==> config.mk <==
export PLATFORM = sky130hd
export DESIGN_NAME = uart_tx_fifo
export DESIGN_NICKNAME = d
export VERILOG_FILES = /design/src/rtl/uart_tx_fifo.sv
export SDC_FILE = /design/constraint.sdc
export NUM_CORES = 1
export LEC_CHECK = 0
export CAP_MARGIN = 20
export CORE_MARGIN = 2
export CORE_UTILIZATION = 60
export CTS_BUF_LIST = sky130_fd_sc_hd__clkbuf_16
export DETAILED_ROUTE_END_ITERATION = 8
export HOLD_SLACK_MARGIN = 0.02
export PLACE_DENSITY = 0.81
export SYNTH_ARGS = -nofsm -noshare
export SYNTH_HDL_FRONTEND = slang
export SYNTH_SLANG_ARGS = --single-unit
==> constraint.sdc <==
create_clock -name clk -period 3.8 [get_ports clk]
set_input_delay 0.57 -clock clk [delete_from_list [all_inputs] [get_ports clk]]
set_output_delay 0.57 -clock clk [all_outputs]
set_load 0.005 [all_outputs]
==> src/rtl/uart_tx_fifo.sv <==
// rtl/uart_tx_fifo.sv - byte FIFO and transmit sequencer feeding the UART transmitter
//
// Buffers bytes pushed from the clk domain and hands them one at a time to the
// UART transmitter over newd/dintx/donetx, watching the serial tx line so each
// popped byte starts exactly one frame.
//
// Ports:
//   clk, rst        system clock; synchronous active-high reset
//   wr_en, wr_data  push request and byte
//   full, empty     count == DEPTH / count == 0
//   count           bytes stored, excluding the byte handed to the transmitter
//   overflow        sticky flag, set when a push is dropped
//   busy            sequencer not idle
//   newd, dintx     start request and byte to the transmitter
//   tx              transmitter serial output (monitored)
//   donetx          transmitter completion flag (one uclk period wide)

module uart_tx_fifo #(
   parameter  int DEPTH = 16,
   localparam int AW    = $clog2(DEPTH)
) (
   input  logic          clk,
   input  logic          rst,
   input  logic          wr_en,
   input  logic [7:0]    wr_data,
   output logic          full,
   output logic          empty,
   output logic [AW:0]   count,
   output logic          overflow,
   output logic          busy,
   output logic          newd,
   output logic [7:0]    dintx,
   input  logic          tx,
   input  logic          donetx
);

   localparam logic [AW:0] DEPTH_C = (AW+1)'(DEPTH);

   typedef enum logic [1:0] {IDLE, REQ, WAIT_DONE, GAP} state_t;

   state_t        state;
   logic [7:0]    mem [DEPTH];
   logic [AW-1:0] wp;
   logic [AW-1:0] rp;
   logic          tx_q;
   logic          done_q;
   logic          tx_fall;
   logic          done_rise;
   logic          pop;
   logic          push;
   logic [AW:0]   count_nxt;

   assign tx_fall   = tx_q & ~tx;
   assign done_rise = donetx & ~done_q;

   // The sequencer pops whenever it is idle and has data. A push into a full
   // FIFO is still accepted in that cycle because the pop frees a slot.
   assign pop  = (state == IDLE) && (count != '0);
   assign push = wr_en && ((count != DEPTH_C) || pop);

   always_comb begin
      count_nxt = count;
      case ({push, pop})
         2'b10:   count_nxt = count + (AW+1)'(1);
         2'b01:   count_nxt = count - (AW+1)'(1);
         default: count_nxt = count;
      endcase
   end

   always_ff @(posedge clk) begin
      if (push) begin
         mem[wp] <= wr_data;
      end
   end

   always_ff @(posedge clk) begin
      if (rst) begin
         wp       <= '0;
         rp       <= '0;
         count    <= '0;
         full     <= 1'b0;
         empty    <= 1'b1;
         overflow <= 1'b0;
         tx_q     <= 1'b1;
         done_q   <= 1'b0;
      end else begin
         tx_q   <= tx;
         done_q <= donetx;
         count  <= count_nxt;
         full   <= (count_nxt == DEPTH_C);
         empty  <= (count_nxt == '0);
         if (push) begin
            wp <= wp + AW'(1);
         end
         if (pop) begin
            rp <= rp + AW'(1);
         end
         if (wr_en && !push) begin
            overflow <= 1'b1;
         end
      end
   end

   // newd is held until the transmitter's start bit appears on tx; the
   // transmitter only samples newd on uclk edges while idle, so dropping it on
   // the start bit means exactly one frame per popped byte. GAP keeps newd from
   // re-asserting in the same cycle as the completion edge.
   always_ff @(posedge clk) begin
      if (rst) begin
         state <= IDLE;
         newd  <= 1'b0;
         busy  <= 1'b0;
         dintx <= 8'h00;
      end else begin
         case (state)
            IDLE: begin
               if (pop) begin
                  dintx <= mem[rp];
                  newd  <= 1'b1;
                  busy  <= 1'b1;
                  state <= REQ;
               end
            end
            REQ: begin
               if (tx_fall) begin
                  newd  <= 1'b0;
                  state <= WAIT_DONE;
               end
            end
            WAIT_DONE: begin
               if (done_rise) begin
                  state <= GAP;
               end
            end
            GAP: begin
               busy  <= 1'b0;
               state <= IDLE;
            end
            default: begin
               newd  <= 1'b0;
               busy  <= 1'b0;
               state <= IDLE;
            end
         endcase
      end
   end

endmodule

---- Yosys cells after proc, flatten, opt, wreduce, memory -nomap -nowiden ----
Memory sizes are Yosys's and may differ from the RTL's. A register that Yosys moved wholly into a read port is not among the register bits.
Cells that the tools add are included.
word-level totals
  memories kept ........................... 1
  bits in registers ....................... 22
  RAM bits ................................ 128
  output and inout bits ................... 18
cells by class
  muxes and demuxes ....................... 11
  add/subtract/negate cells ............... 4
  equal/unequal tests ..................... 10
  bitwise operators ....................... 4
  reductions and logical operators ........ 14
memory list
  memory  depth  bits a word  read ports  clocked after memory_dff  write ports  line  text
  mem     16     8            1           1                         1            42    logic [7:0] mem [DEPTH];
operator list
  operator                                                            count
  5-bit case mux with 2 select lines                                  1
  4-bit by 1-bit adder with 4-bit output, second input constant       2
  2-bit case mux with 4 select lines                                  1
  2-bit == test, second input constant                                3
  2-bit two-way mux                                                   3
  2-bit inequality test, second input constant                        3
  3-bit AND reduction                                                 2
  5-bit by 1-bit adder with 5-bit output, second input constant       1
  5-bit == test, second input constant                                1
  5-bit zero test                                                     1
  5-bit inequality test, second input constant                        1
  5-bit nonzero test                                                  1
  5-bit by 1-bit subtractor with 5-bit output, second input constant  1
  2-bit by 1-bit == test with 1-bit output, second input constant     2
  1-bit two-way mux                                                   4
  1-bit case mux with 2 select lines                                  2
  2-bit AND reduction                                                 2
  2-bit nonzero test                                                  2
  1-bit logical AND                                                   3
  1-bit bitwise AND                                                   2
  2-bit zero test                                                     1
  1-bit NOT                                                           2
  1-bit zero test                                                     1
  1-bit logical OR                                                    1

---- Logic depth before layout (Yosys ltp) ----
  word-level depth ........................ 7
  depth in mapped cells ................... 12
  gate-level depth less buffers ........... 12

---- Worst setup path before layout ----
Ideal clock, no wire load.
  path type ............................... reg-to-reg
  from .................................... reg count[1]
  to ...................................... reg full
  arrival ................................. 2,834 ps
  stages on the path, launching flop included .. 12
  setup time .............................. 88 ps
  slack ................................... 878 ps
  data required time ...................... 3,712 ps
  clock period less this slack ............ 2,922 ps
  cells stage by stage .................... dfxtp_1 > or4_4 > o21ai_4 > or2_2 > inv_2 > ha_1 > nor2b_1 > o21a_1 > o21ba_2 > or2_2 > and3_1 > nor4_2
on the way
  cells in the longest elaborated chain, start to end .. 7
  elaborated cells between the ends (all ways) .. 11
ends and longest elaborated chain
  element                                                                    line  text
  start, declared                                                            28    output logic [AW:0] count,
  start signal, assigned                                                     89    count <= count_nxt;
  5-bit nonzero test                                                         58    assign pop = (state == IDLE) && (count != '0);
  1-bit logical AND                                                          58
  1-bit logical OR                                                           59    assign push = wr_en && ((count != DEPTH_C) || pop);
  1-bit logical AND                                                          59
  2-bit by 1-bit == test with 1-bit output or 2-bit == test (tied branches)  63    case ({push, pop})
  5-bit case mux with 2 select lines (*)                                     63
  5-bit == test (*)                                                          90    full <= (count_nxt == DEPTH_C);
  end signal, assigned                                                       90
  end, declared                                                              26    output logic full,
Every way passes the cells marked *; elsewhere a longest branch is shown, timed or not.
A chain may end at the register's enable or synchronous reset.

---- Worst setup path in the final report ----
  from .................................... reg count[1]
  to ...................................... reg empty
on the way
  cells in the longest elaborated chain, start to end .. 7
  elaborated cells between the ends (all ways) .. 11
ends and longest elaborated chain
  element                                                                    line  text
  5-bit nonzero test                                                         58
  1-bit logical AND                                                          58
  1-bit logical OR                                                           59
  1-bit logical AND                                                          59
  2-bit by 1-bit == test with 1-bit output or 2-bit == test (tied branches)  63
  5-bit case mux with 2 select lines (*)                                     63
  5-bit zero test (*)                                                        91    empty <= (count_nxt == '0);
  end signal, assigned                                                       91
  end, declared                                                              27    output logic empty,
Marked as above.

==> qor.txt <==
clock tree buffer depth - 2
final-report max-slew violation count - 0
drt pass-1 iters - 5
CTS tree - built
switch share - 28.6%
initial antenna violation count - 0
Remaining DRCs - 0
top-area cell type share of the netlist area - 59.9%
setup bufs post-CTS - 0
design area - 0.00749 mm2
final wirelength - 12.2 mm
Routed WL per cell - 21.4 um
Post-Syn Area - 0.00641 mm2
final period utilization - 88.5%
Hold Fails Final Rpt - 0
area leader, netlist - edfxtp_1
Crit-path slowest cell - or4_4
Async SR Flop Fraction - 0%
Pint - 3720 uW
Iter 0 DRT Violations - 273
sequential group share of total power - 39.6%
pin count of the biggest net entering global routing - 36
gr ovfl total - 0
Required @ worst endpoint - 4.16 ns
Critical Path Max Stage Delay - 0.60 ns
DP HPWL - 7.85 mm
via count - 3393
Util after Layout - 72.2%
CTS resizes - 0
GRT Resource Usage Total - 23.6%
crit path DAT - 3.72 ns
number of fill cells in the layout - 627
CP Launch Type - flop
Starting Density - 61.8%
crit path kind - flop to flop
gp weighted congestion - 0.930
Yosys reg bits - 158
relative max-transition margin - 47.8%
Worst Tran Pin Value - 0.781 ns
placed inst area - 0.00686 mm2
TritonCTS buffer count - 17
Max Clock Skew - 0.0150 ns
Post-Synthesis Cells - 382
peak supply drop - 0.000503 V
status - complete, no violations
Via density - 5.98
Clock transition at path regs - 0.07 ns
Buf+Inv Stages, Crit Path - 1
fmax - 0.297 GHz
H-tree Lvls - 4
row cnt - 37
Clk pwr share - 34.8%
Antenna Violating Nets Remaining - 0
I/O Pins - 31
Syn Area/Cell - 16.8 um2
share of layout cells above drive strength 1 - 20.2%
met1 Track Usage GR - 31.6%
Root Buffer - clkbuf_16
global-route wire length before repair - 19.4 mm
syn nets - 409
min Tclk post-route - 3.36 ns
top cells by area, synth - edfxtp_1 60%, mux4_2 14%, dfxtp_1 9.4%, ha_1 2.5%, nor2_1 1.9%
Synth Flop Type - edfxtp_1
sw power - 1490 uW
Synth-to-Final Area Change - 16.8%
Seq/Total Area, Yosys - 69.3%
Worst setup EP type - flop
hold buffers post-CTS - 0
Post-synth EDFFs - 128
most used routing layer in global routing - met2
combinational power share - 25.7%
max cap viols - 0
count of cell types in the netlist - 41
Leakage - 0.00247 uW
final setup vio count - 0
Ant. Diodes - 0
delay-heaviest family, CP - simple AND/OR/NAND/NOR gates
number of port buffers - 30
die width - 107 um
worst min-delay path class - flop to flop
setup TNS - 0 ns
DIE HEIGHT - 107 um
YS warnings - 0
vias in the first global route - 3448
Die Area - 0.0115 mm2
RSZ-0062 raised after global routing - false
Sink Count - 158
met2 Use GR - 38.7%
Max FO, Critical Path - 14
crit-path cells - or4_4, o21ai_4, or2_2, inv_2, ha_1, nor2b_1, o21a_1, o211ai_1, nor4b_1, a311oi_1, a21oi_1
area of the core - 0.0104 mm2
Clk Latency, worst-skew pair - 0.42 ns
PwrDens - 696 mW/mm2
fin nets - 445
routing usage on met3 - 5.21%
==> area by class of cell <==
cell class	count	area, um2	area share, %
Inverter	9	33.8	0.451
Timing Repair Buffer	37	353	4.71
Sequential cell	158	4450	59.4
Clock inverter	15	205	2.74
Clock buffer	17	425	5.68
Tap cell	136	170	2.27
Multi-Input combinational cell	195	1860	24.8
==> worst reg2reg max path: cells and delay by family (launching register included) <==
kind,cells,cell delay [ns]
DFF,1,0.37
AOI/OAI and AO/OA,5,1.09
buffers and inverters,1,0.06
adders and majority gates,1,0.33
and+or+nand+nor,4,1.46
==> cell usage after synthesis, types with 5 or more instances <==
| library cell | number |
|---|---|
| edfxtp_1 | 128 |
| clkbuf_1 | 14 |
| nor2_1 | 33 |
| ha_1 | 13 |
| inv_1 | 8 |
| a21oi_1 | 16 |
| mux4_2 | 40 |
| nand2b_1 | 5 |
| dfxtp_1 | 30 |
| o21a_1 | 7 |
| nand2_1 | 30 |
| xor2_1 | 6 |
| nor3_1 | 7 |
==> routing by layer <==
metal	vias up	wire (um)
met5	-	0
met4	0	125
met3	12	702
met2	111	6310
met1	1723	5020
li1	1547	-
==> logic make-up after synthesis <==
family / synth area share [%]
buffers and inverters: 1.76
AND/OR/NAND/NOR: 6.67
adder cells (fa/ha/maj): 2.85
XOR/XNOR: 1.09
multiplexers: 14.4
AO/OA/AOI/OAI: 3.98
flip-flops: 69.3
==> per-stage QoR <==
step                std cells  worst slack (ns)  total power, uW  hold slack [ns]
floorplan                 382             0.878             3050            0.453
global placement          535             0.538             3390            0.444
detailed placement        535             0.460             3430            0.446
CTS                       567             0.468             5240            0.456
global route              567             0.218             5480            0.480
finish                    567             0.436             5210            0.454
==> sequential cells by signal, indices dropped and copies added (netlist names) <==
| signal | cells |
|---|---|
| newd | 1 |
| tx_q | 1 |
| state | 2 |
| count | 5 |
| done_q | 1 |
| rp | 4 |
| busy | 1 |
| empty | 1 |
| mem | 128 |
| overflow | 1 |
| full | 1 |
| wp | 4 |
| dintx | 8 |
==> power groups by stage <==
stage	Sequential (uW)	Combinational (uW)	Clock [uW]
floorplan	2090	968	0
global placement	2090	1300	0
detailed placement	2100	1330	0
CTS	2060	1340	1830
global route	2080	1490	1910
finish	2060	1340	1810
==> path summary, 6_finish.rpt <==
path | startpoint | endpoint | slack, ns | depth (start not counted)
max | count[1] | empty | 0.44 | 11
min | dintx[2] | dintx[2] | 0.45 | 2
max reg2reg | count[1] | empty | 0.44 | 11
min reg2reg | dintx[2] | dintx[2] | 0.45 | 2
==> placed cells by master, fill, tap and decap left out, types with 2 or more instances in the layout <==
master and instances:
and3_1 2, xor2_1 6, nor2b_1 3, xnor2_1 2, clkinv_4 3, clkinv_1 2, inv_6 4, buf_4 7
or2_2 3, ha_1 13, nand4_1 2, nand2b_1 5, nor2_1 33, bufinv_16 4, a221oi_1 2, o21a_1 7
edfxtp_1 128, mux4_2 40, nor4_1 2, a21oi_1 16, clkbuf_16 17, clkdlybuf4s50_1 30, nor3_1 7, dfxtp_1 29
o21ai_0 3, inv_1 8, nand3_1 2, nand2_1 30, mux2i_1 2
No activity file was read; power rests on OpenSTA's default activity.
